`config.mk`:
```
export PLATFORM = sky130hd
export DESIGN_NAME = load_store_unit_flat
export DESIGN_NICKNAME = d
export VERILOG_FILES = /design/src/rtl/load_store_unit_if.sv /design/src/rtl/load_store_unit.sv /design/src/flat_wrapper.sv
export SDC_FILE = /design/constraint.sdc
export NUM_CORES = 1
export LEC_CHECK = 0
export ABC_AREA = 1
export CELL_PAD_IN_SITES_DETAIL_PLACEMENT = 0
export CELL_PAD_IN_SITES_GLOBAL_PLACEMENT = 1
export CORE_MARGIN = 1
export CORE_UTILIZATION = 31
export CTS_BUF_LIST = sky130_fd_sc_hd__clkbuf_16
export CTS_CLUSTER_SIZE = 28
export DETAILED_ROUTE_END_ITERATION = 7
export GPL_TIMING_DRIVEN = 0
export PLACE_DENSITY = 0.76
export RECOVER_POWER = 25
export SETUP_SLACK_MARGIN = 0.1
export SLEW_MARGIN = 20
export SYNTH_ARGS = -nofsm -noshare
export SYNTH_HDL_FRONTEND = slang
export SYNTH_SLANG_ARGS = --single-unit
export TNS_END_PERCENT = 1
```
`constraint.sdc`:
```
create_clock -name clk -period 1.6 [get_ports clk]
set_input_delay 0.32 -clock clk [delete_from_list [all_inputs] [get_ports clk]]
set_output_delay 0.32 -clock clk [all_outputs]
set_load 0.02 [all_outputs]
```
`src/rtl/load_store_unit_if.sv`:
```
// Load/store unit bus bundle: the core-side request/response signals and the
// memory-side request/response signals. The LSU takes the slave view; the
// core and the memory model together take the master view.
//
// Handshakes: a core access is offered by a one-cycle start pulse and is
// accepted only while the LSU is idle. Completion is a one-cycle done pulse
// that carries err and rdata. On the memory side, mem_req is the valid and
// mem_ready is the ready: a transfer completes on the rising edge where both
// are high. mem_addr/mem_we/mem_be/mem_wdata do not change while mem_req is
// waiting, and mem_rdata is only looked at in the cycle where mem_ready is high.
interface load_store_unit_if;
    // core side
    logic        start;
    logic        is_store;
    logic [2:0]  funct3;
    logic [31:0] addr;
    logic [31:0] wdata;
    logic        busy;
    logic        done;
    logic        err;
    logic [31:0] rdata;
    // memory side
    logic        mem_req;
    logic        mem_we;
    logic [31:0] mem_addr;
    logic [3:0]  mem_be;
    logic [31:0] mem_wdata;
    logic        mem_ready;
    logic [31:0] mem_rdata;

    modport slave (
        input  start, is_store, funct3, addr, wdata, mem_ready, mem_rdata,
        output busy, done, err, rdata, mem_req, mem_we, mem_addr, mem_be, mem_wdata
    );

    modport master (
        output start, is_store, funct3, addr, wdata, mem_ready, mem_rdata,
        input  busy, done, err, rdata, mem_req, mem_we, mem_addr, mem_be, mem_wdata
    );
endinterface

```
`src/rtl/load_store_unit.sv`:
```
// RISC-V style load/store unit. An accepted access is checked for legality.
// A legal access becomes a single word-aligned bus transfer with byte
// enables, lane-replicated store data and load-lane extraction. A timeout
// counter aborts a request that the memory never acknowledges. Every output
// is a register.
module load_store_unit #(
    parameter int unsigned TIMEOUT = 255
) (
    input  logic             clk,
    input  logic             rst_n,
    load_store_unit_if.slave bus,
    output logic [1:0]       dbg_state_o
);

    typedef enum logic [1:0] {
        S_IDLE = 2'd0,
        S_REQ  = 2'd1,
        S_DONE = 2'd2
    } state_t;

    // Last REQ cycle index before the access is abandoned.
    localparam logic [15:0] TO_LAST = 16'(TIMEOUT - 1);

    state_t      state_q;
    logic [15:0] cnt_q;
    logic        is_store_q;
    logic [2:0]  funct3_q;
    logic [1:0]  addr_lo_q;
    logic        busy_q;
    logic        done_q;
    logic        err_q;
    logic [31:0] rdata_q;
    logic        mem_req_q;
    logic        mem_we_q;
    logic [31:0] mem_addr_q;
    logic [3:0]  mem_be_q;
    logic [31:0] mem_wdata_q;

    logic        legal_d;
    logic [3:0]  be_d;
    logic [31:0] wdata_d;
    logic [31:0] lane_d;
    logic [31:0] load_d;

    // Decode the incoming request: legality, byte enables, replicated store data.
    always_comb begin
        legal_d = 1'b0;
        be_d    = 4'b1111;
        wdata_d = 32'd0;
        if (bus.is_store)
            legal_d = bus.funct3 inside {3'b000, 3'b001, 3'b010};
        else
            legal_d = bus.funct3 inside {3'b000, 3'b001, 3'b010, 3'b100, 3'b101};
        // funct3[1:0] is the access size for every legal encoding
        if (bus.funct3[1:0] == 2'b01 && bus.addr[0])
            legal_d = 1'b0;
        if (bus.funct3[1:0] == 2'b10 && bus.addr[1:0] != 2'b00)
            legal_d = 1'b0;
        case (bus.funct3[1:0])
            2'b00:   be_d = 4'b0001 << bus.addr[1:0];
            2'b01:   be_d = 4'b0011 << bus.addr[1:0];
            default: be_d = 4'b1111;
        endcase
        if (bus.is_store) begin
            case (bus.funct3[1:0])
                2'b00:   wdata_d = {4{bus.wdata[7:0]}};
                2'b01:   wdata_d = {2{bus.wdata[15:0]}};
                default: wdata_d = bus.wdata;
            endcase
        end
    end

    // Pick the addressed lane out of the read word and extend it.
    always_comb begin
        lane_d = bus.mem_rdata >> {addr_lo_q, 3'b000};
        load_d = lane_d;
        case (funct3_q)
            3'b000:  load_d = {{24{lane_d[7]}}, lane_d[7:0]};
            3'b001:  load_d = {{16{lane_d[15]}}, lane_d[15:0]};
            3'b100:  load_d = {24'd0, lane_d[7:0]};
            3'b101:  load_d = {16'd0, lane_d[15:0]};
            default: load_d = lane_d;
        endcase
    end

    // Access sequencer: IDLE accepts, REQ holds the bus, DONE pulses completion.
    always_ff @(posedge clk) begin
        if (!rst_n) begin
            state_q     <= S_IDLE;
            cnt_q       <= 16'd0;
            is_store_q  <= 1'b0;
            funct3_q    <= 3'd0;
            addr_lo_q   <= 2'd0;
            busy_q      <= 1'b0;
            done_q      <= 1'b0;
            err_q       <= 1'b0;
            rdata_q     <= 32'd0;
            mem_req_q   <= 1'b0;
            mem_we_q    <= 1'b0;
            mem_addr_q  <= 32'd0;
            mem_be_q    <= 4'd0;
            mem_wdata_q <= 32'd0;
        end else begin
            done_q <= 1'b0;
            err_q  <= 1'b0;
            case (state_q)
                S_IDLE: begin
                    if (bus.start) begin
                        is_store_q <= bus.is_store;
                        funct3_q   <= bus.funct3;
                        addr_lo_q  <= bus.addr[1:0];
                        rdata_q    <= 32'd0;
                        if (!legal_d) begin
                            // illegal accesses never touch the bus
                            state_q <= S_DONE;
                            done_q  <= 1'b1;
                            err_q   <= 1'b1;
                        end else begin
                            state_q     <= S_REQ;
                            cnt_q       <= 16'd0;
                            busy_q      <= 1'b1;
                            mem_req_q   <= 1'b1;
                            mem_we_q    <= bus.is_store;
                            mem_addr_q  <= {bus.addr[31:2], 2'b00};
                            mem_be_q    <= be_d;
                            mem_wdata_q <= wdata_d;
                        end
                    end
                end
                S_REQ: begin
                    if (bus.mem_ready || cnt_q == TO_LAST) begin
                        // an acknowledge in the last allowed cycle still wins
                        state_q     <= S_DONE;
                        done_q      <= 1'b1;
                        err_q       <= !bus.mem_ready;
                        busy_q      <= 1'b0;
                        mem_req_q   <= 1'b0;
                        mem_we_q    <= 1'b0;
                        mem_addr_q  <= 32'd0;
                        mem_be_q    <= 4'd0;
                        mem_wdata_q <= 32'd0;
                        if (bus.mem_ready && !is_store_q)
                            rdata_q <= load_d;
                    end else begin
                        cnt_q <= cnt_q + 16'd1;
                    end
                end
                default: begin
                    state_q <= S_IDLE;
                end
            endcase
        end
    end

    assign bus.busy      = busy_q;
    assign bus.done      = done_q;
    assign bus.err       = err_q;
    assign bus.rdata     = rdata_q;
    assign bus.mem_req   = mem_req_q;
    assign bus.mem_we    = mem_we_q;
    assign bus.mem_addr  = mem_addr_q;
    assign bus.mem_be    = mem_be_q;
    assign bus.mem_wdata = mem_wdata_q;
    assign dbg_state_o   = state_q;

endmodule

```
`src/flat_wrapper.sv`:
```
// flat-port wrapper written by rule: the top's interface ports become plain ports
module load_store_unit_flat 
#(
    parameter int unsigned TIMEOUT = 255
)
  (clk, rst_n, dbg_state_o, bus_start, bus_is_store, bus_funct3, bus_addr, bus_wdata, bus_mem_ready, bus_mem_rdata, bus_busy, bus_done, bus_err, bus_rdata, bus_mem_req, bus_mem_we, bus_mem_addr, bus_mem_be, bus_mem_wdata);
  load_store_unit_if bus_i ();
  input  logic clk;
  input  logic rst_n;
  output logic [1:0] dbg_state_o;
  input wire logic [$bits(bus_i.start)-1:0] bus_start;
  input wire logic [$bits(bus_i.is_store)-1:0] bus_is_store;
  input wire logic [$bits(bus_i.funct3)-1:0] bus_funct3;
  input wire logic [$bits(bus_i.addr)-1:0] bus_addr;
  input wire logic [$bits(bus_i.wdata)-1:0] bus_wdata;
  input wire logic [$bits(bus_i.mem_ready)-1:0] bus_mem_ready;
  input wire logic [$bits(bus_i.mem_rdata)-1:0] bus_mem_rdata;
  output wire logic [$bits(bus_i.busy)-1:0] bus_busy;
  output wire logic [$bits(bus_i.done)-1:0] bus_done;
  output wire logic [$bits(bus_i.err)-1:0] bus_err;
  output wire logic [$bits(bus_i.rdata)-1:0] bus_rdata;
  output wire logic [$bits(bus_i.mem_req)-1:0] bus_mem_req;
  output wire logic [$bits(bus_i.mem_we)-1:0] bus_mem_we;
  output wire logic [$bits(bus_i.mem_addr)-1:0] bus_mem_addr;
  output wire logic [$bits(bus_i.mem_be)-1:0] bus_mem_be;
  output wire logic [$bits(bus_i.mem_wdata)-1:0] bus_mem_wdata;
  assign bus_i.start = bus_start;
  assign bus_i.is_store = bus_is_store;
  assign bus_i.funct3 = bus_funct3;
  assign bus_i.addr = bus_addr;
  assign bus_i.wdata = bus_wdata;
  assign bus_i.mem_ready = bus_mem_ready;
  assign bus_i.mem_rdata = bus_mem_rdata;
  assign bus_busy = bus_i.busy;
  assign bus_done = bus_i.done;
  assign bus_err = bus_i.err;
  assign bus_rdata = bus_i.rdata;
  assign bus_mem_req = bus_i.mem_req;
  assign bus_mem_we = bus_i.mem_we;
  assign bus_mem_addr = bus_i.mem_addr;
  assign bus_mem_be = bus_i.mem_be;
  assign bus_mem_wdata = bus_i.mem_wdata;
  load_store_unit #(.TIMEOUT(TIMEOUT)) u_core (.clk(clk), .rst_n(rst_n), .bus(bus_i), .dbg_state_o(dbg_state_o));
endmodule
```
Yosys cells after proc, flatten, opt, wreduce, memory -nomap -nowiden

Index checks and enable logic that the tools add are counted.

Add/sub/neg operators: 1
Eq/ne operators: 16
Shifts and indexed selects: 3
Mux-type cells: 43
Reductions and logical operators: 19

Operators by type and width:

| operator                                                          | count |
|---|---|
| 32-bit 2-to-1 mux                                                 | 9 |
| 32-bit case mux with 2 select lines                               | 4 |
| 32-bit case mux with 4 select lines                               | 1 |
| 16-bit 2-to-1 mux                                                 | 3 |
| 16-bit case mux with 2 select lines                               | 1 |
| 32-bit by 5-bit right shift with 32-bit output                    | 1 |
| 16-bit by 1-bit adder with 16-bit output (second input constant)  | 1 |
| 16-bit by 8-bit == test with 1-bit output (second input constant) | 1 |
| 4-bit case mux with 2 select lines                                | 2 |
| 3-bit == test (second input constant)                             | 4 |
| 1-bit 2-to-1 mux                                                  | 12 |
| 4-bit 2-to-1 mux                                                  | 3 |
| 4-bit AND reduction                                               | 3 |
| 1-bit case mux with 2 select lines                                | 4 |
| 3-bit by 1-bit == test with 1-bit output (second input constant)  | 2 |
| 3-bit logical NOT                                                 | 2 |
| 2-bit 2-to-1 mux                                                  | 3 |
| 2-bit by 1-bit != test with 1-bit output (second input constant)  | 3 |
| 5-bit nonzero test                                                | 1 |
| 2-bit by 1-bit == test with 1-bit output (second input constant)  | 2 |
| 2-bit logical NOT                                                 | 2 |
| 2-bit != test (second input constant)                             | 2 |
| 2-bit case mux with 2 select lines                                | 1 |
| 2-bit AND reduction                                               | 2 |
| other kinds (9)                                                   | 13 |

Output and inout bits: 107
Input port bits: 104
Register bits: 128

Longest topological paths before layout

Depth after elaboration: 8
Mapped depth: 12
Mapped depth without buffers: 11

Least setup slack after synthesis

OpenSTA, ideal clock, no wires.

Kind: flip-flop to flip-flop
From: reg u_core.state_q[0] (netlist: u_core.dbg_state_o[0])
To: reg u_core.rdata_q[2] (netlist: u_core.bus.rdata[2])
Cell stages (with the launch flop): 8
Buffers on the path: 1
Required time: 1.530 ns
Setup time: 0.070 ns
Path slack: 0.023 ns
Arrival time: 1.507 ns
Period minus slack after synthesis: 1.577 ns
Cell sequence: dfxtp_1 > nand2_2 > inv_2 > nand2_1 > inv_2 > clkbuf_1 > o211ai_1 > a21oi_1

Word-level cells in the longest chain between the ends: 3

RTL lines:

| item                                                                                 | RTL line               | RTL |
|---|---|---|
| start: declaration                                                                   | load_store_unit.sv:24  | `state_t state_q;` |
| start signal: assignment                                                             | load_store_unit.sv:89  | `state_q <= S_IDLE;` |
| start signal: assignment                                                             | load_store_unit.sv:115 | `state_q <= S_DONE;` |
| start signal: assignment                                                             | load_store_unit.sv:119 | `state_q <= S_REQ;` |
| 2-bit by 1-bit == test with 1-bit output / 2-bit logical NOT (equally long branches) | load_store_unit.sv:106 | `case (state_q)` |
| 2-bit by 1-bit != test with 1-bit output (no line), or another cell as far along     | -                      |  |
| 4-bit AND reduction (no line)                                                        | -                      |  |
| end signal: assignment                                                               | load_store_unit.sv:143 | `rdata_q <= load_d;` |
| end: declaration                                                                     | load_store_unit.sv:32  | `logic [31:0] rdata_q;` |

Parallel ways exist; a longest one is shown, timed or not.
A chain may end at the register's enable or synchronous reset.

Worst setup path after layout

From: reg u_core.cnt_q[2]
To: reg u_core.mem_addr_q[21] (netlist: u_core.bus.mem_addr[21])

Word-level cells in the longest chain between the ends: 4

RTL lines:

| item                                               | RTL line               | RTL |
|---|---|---|
| start: declaration                                 | load_store_unit.sv:25  | `logic [15:0] cnt_q;` |
| start signal: assignment                           | load_store_unit.sv:145 | `cnt_q <= cnt_q + 16'd1;` |
| 16-bit by 8-bit == test with 1-bit output          | load_store_unit.sv:131 | `if (bus.mem_ready \|\| cnt_q == TO_LAST) begin` |
| 1-bit logical OR                                   | load_store_unit.sv:131 |  |
| 2-bit by 1-bit != test with 1-bit output (no line) | -                      |  |
| 4-bit AND reduction (no line)                      | -                      |  |
| end signal: assignment                             | load_store_unit.sv:124 | `mem_addr_q <= {bus.addr[31:2], 2'b00};` |
| end: declaration                                   | load_store_unit.sv:35  | `logic [31:0] mem_addr_q;` |

No other way between the ends.

==> impl_results.rst <==
.. list-table::
   :header-rows: 1

   * - Metric
     - Value
   * - Total global-route track usage
     - 22.4%
   * - Most area-consuming cells after synthesis
     - sky130_fd_sc_hd__dfxtp_1, sky130_fd_sc_hd__nand2_1, sky130_fd_sc_hd__a21oi_1
   * - Layout Utilization
     - 50.1%
   * - Multi-input gate area
     - 0.00332 sq mm
   * - Most common cell after layout, fill and taps aside
     - sky130_fd_sc_hd__nand2_1
   * - Worst slack at placement
     - -1.02 ns
   * - Layout filler cell count
     - 2028
   * - RePlAce Congestion
     - 0.858
   * - Final hold violation count
     - 0
   * - Count of vias placed by the detailed router
     - 6863
   * - Pwr dens
     - 984 mW/mm^2
   * - Critical Path AT
     - 1.86 ns
   * - Fraction of post-synthesis cell area in the top cell type by area
     - 41.3%
   * - Synth Flop Type
     - sky130_fd_sc_hd__dfxtp_1
   * - Worst endpoint required time
     - 1.90 ns
   * - Static leakage
     - 4.11 nW
   * - Average size of a mapped cell
     - 6.77 sq um
   * - Sum of net half-perimeters after detailed placement
     - 16700 um
   * - Setup repair after global routing missed its margin
     - yes
   * - Synth-to-layout area growth
     - 56.1%
   * - Highest clock frequency the design can meet
     - 639 MHz
   * - Share of synthesized area occupied by flip-flops and latches
     - 41.3%
   * - # setup viols final
     - 0
   * - Routed wirelength normalized by instance count
     - 15.7 um
   * - Horiz. Die Dim
     - 142 um
   * - Worst slew pin tran
     - 0.582 ns
   * - CORE AREA
     - 0.0190 sq mm
   * - Count of unresolved DRC violations after routing
     - 0
   * - Count of distinct cell types in the synthesized netlist
     - 29
   * - Commonest cells after routing, fill and taps aside
     - sky130_fd_sc_hd__nand2_1, sky130_fd_sc_hd__a21oi_1, sky130_fd_sc_hd__dfxtp_1
   * - Total CTS buffers
     - 17
   * - Deepest clock path buffer count
     - 2
   * - Worst min-delay path class
     - in2reg
   * - Fraction of final layout cells sized beyond drive strength 1
     - 13.8%
   * - Syn. warnings
     - 0
   * - Clock skew after layout
     - 0.0142 ns
   * - DIE HEIGHT
     - 142 um
   * - # placed instances
     - 1369
   * - Count of placed standard cells in the final layout, fillers left out
     - 1418
   * - CTS root buf
     - sky130_fd_sc_hd__clkbuf_16
   * - Type of the worst setup path
     - reg2reg
   * - Max FO, Critical Path
     - 10
   * - Final wirelength
     - 22300 um
   * - Most area-hungry cell type in the Yosys netlist
     - sky130_fd_sc_hd__dfxtp_1
   * - Crit path launch type
     - flip-flop
   * - Clock transition at path regs
     - 0.06 ns
   * - Total non-filler cell area in the finished layout
     - 0.00952 sq mm
   * - Pin count of the biggest net entering global routing
     - 17
   * - Iteration count of the initial detailed-routing pass
     - 7
   * - Number of I/O port buffers
     - 207
   * - Max Transition Viols Final
     - 0
   * - Worst setup EP type
     - flip-flop
   * - Reg-to-reg setup timing slack
     - 0.04 ns
   * - Placed Instance Area
     - 0.00850 sq mm
   * - Final hold slack
     - 0.248 ns
   * - Post-route fraction of the period consumed by the critical path
     - 97.8%
   * - Cell Area, Synth
     - 0.00610 sq mm
   * - Final ANT Viol Nets
     - 0
   * - Number of top-level design ports
     - 211
   * - Number of global-route vias before repair
     - 6570
   * - Later-pin clock latency in the skew report
     - 0.43 ns
   * - Grt total ovfl
     - 0
   * - Hold bufs inserted after CTS
     - 0
   * - Maximum ir drop on the vdd rail
     - 778 uV
   * - Wire length of the first global-routing pass
     - 34800 um
   * - Register cell area after layout
     - 0.00255 sq mm
   * - Nets
     - 1249
   * - Std-Cell Rows
     - 50
   * - H-tree depth reported by CTS
     - 4
   * - Number of flops mapped to enable cells by yosys
     - 0
   * - Result of the run
     - finished clean
   * - Total of flip-flops plus latches after synthesis
     - 126
   * - Die Outline Area
     - 0.0202 sq mm
   * - Number of violations reported at the end of detailed-routing iteration 0
     - 346
   * - Antenna violations before repair
     - 2
   * - Num Clock Sinks
     - 126
   * - Starting Density
     - 32.1%
   * - TritonCTS clock tree
     - built
   * - Max-Cap Viols
     - 0
   * - Number of instances in the synthesized netlist
     - 901
   * - Final critical-path setup slack
     - 0.0359 ns
   * - Time the worst path needs with I/O delays and setup
     - 1.56 ns
   * - Tightest slew margin relative to the limit
     - 61.2%
   * - Via/cell ratio
     - 4.84
   * - Async set-reset flop share out of synthesis
     - 0%
[per-stage QoR]
stage / TNS [ns] / total power, W
floorplan: 0 / 0.00435
global placement: -98.70 / 0.00516
detailed placement: -100.31 / 0.00516
CTS: -1.09 / 0.00941
global route: -1.59 / 0.00979
finish: 0 / 0.00938
[synthesized netlist by cell type, types with 2 or more instances]
library cell and n:
sky130_fd_sc_hd__nand2_1 277, sky130_fd_sc_hd__a21oi_1 139, sky130_fd_sc_hd__dfxtp_1 126, sky130_fd_sc_hd__nand4_1 68, sky130_fd_sc_hd__nor2_1 65, sky130_fd_sc_hd__inv_1 40, sky130_fd_sc_hd__clkbuf_1 39, sky130_fd_sc_hd__nand3_1 38
sky130_fd_sc_hd__o21ai_0 31, sky130_fd_sc_hd__buf_2 17, sky130_fd_sc_hd__o211ai_1 15, sky130_fd_sc_hd__o21a_1 7, sky130_fd_sc_hd__buf_4 6, sky130_fd_sc_hd__inv_2 6, sky130_fd_sc_hd__nand2_2 4, sky130_fd_sc_hd__buf_6 3
sky130_fd_sc_hd__nand3_2 3, sky130_fd_sc_hd__nor2_2 3, sky130_fd_sc_hd__ha_1 2, sky130_fd_sc_hd__o21bai_1 2, sky130_fd_sc_hd__xor2_1 2
[layout make-up]
cell class | instances | share of cell area (%)
Clock buffer | 17 | 4.47
Clock inverter | 15 | 2.10
Inverter | 47 | 2.00
Buffer | 66 | 4.48
Antenna cell | 2 | 0.0525
Timing Repair Buffer | 222 | 21.8
Sequential cell | 126 | 26.8
Multi-Input combinational cell | 663 | 34.9
Tap cell | 260 | 3.42
[logic make-up (layout without fill, tap and decap cells)]
| logic type | after synthesis | in the layout | synth area share (%) |
|---|---|---|---|
| other cells | 1 | 4 | 0.0615 |
| simple gates | 461 | 461 | 32.7 |
| compound gates | 195 | 195 | 17.0 |
| fa+ha+maj | 2 | 2 | 0.410 |
| xor+xnor | 3 | 3 | 0.431 |
| flops | 126 | 126 | 41.3 |
| buf+inv | 113 | 367 | 8.04 |
[critical path: stages (launching register included)]
cell	delay [ns]
sky130_fd_sc_hd__dfxtp_4	0.37
sky130_fd_sc_hd__nand2_4	0.06
sky130_fd_sc_hd__inv_1	0.05
sky130_fd_sc_hd__nand2_1	0.06
sky130_fd_sc_hd__nor2_2	0.14
sky130_fd_sc_hd__nand2_2	0.09
sky130_fd_sc_hd__nand2_4	0.11
sky130_fd_sc_hd__nand3_4	0.12
sky130_fd_sc_hd__buf_8	0.17
sky130_fd_sc_hd__buf_6	0.14
sky130_fd_sc_hd__nand2_1	0.06
sky130_fd_sc_hd__a21oi_1	0.05
[sequential cells by signal, indices dropped and copies added, names as in the netlist, 2 cells and up]
| name | flops |
|---|---|
| u_core.addr_lo_q | 2 |
| u_core.bus.mem_addr | 30 |
| u_core.bus.mem_be | 4 |
| u_core.bus.mem_wdata | 32 |
| u_core.bus.rdata | 32 |
| u_core.cnt_q | 16 |
| u_core.dbg_state_o | 2 |
| u_core.funct3_q | 3 |
[final timing paths]
check	startpoint	end	cells after the start
setup / recovery	u_core.cnt_q[2]	u_core.bus.mem_addr[21]	11
hold / removal	bus_is_store	u_core.is_store_q	3
setup reg to reg	u_core.cnt_q[2]	u_core.bus.mem_addr[21]	11
hold reg to reg	u_core.bus.mem_be[2]	u_core.bus.mem_be[2]	2
[power breakdown]
| part | switching, W | internal (W) |
|---|---|---|
| Clock | 0.00165 | 0.00251 |
| Combinational | 0.00113 | 0.000766 |
| Sequential | 0.0000681 | 0.00325 |
| Total | 0.00285 | 0.00653 |
[routing by layer]
| layer | routed length [um] | global-route usage, % | up-vias |
|---|---|---|---|
| li1 | - | - | 3516 |
| met1 | 10200 | 28.7 | 3112 |
| met2 | 10300 | 35.8 | 215 |
| met3 | 1560 | 6.49 | 20 |
| met4 | 340 | 7.81 | 0 |
| met5 | 0 | 0 | - |
[timing repair]
action	in CTS	in global routing
buffers inserted	3	12
setup endpoints to repair	229	134
resized for setup	193	77
pin swaps	6	10
Note: power is estimated with default switching activity, not from simulation.
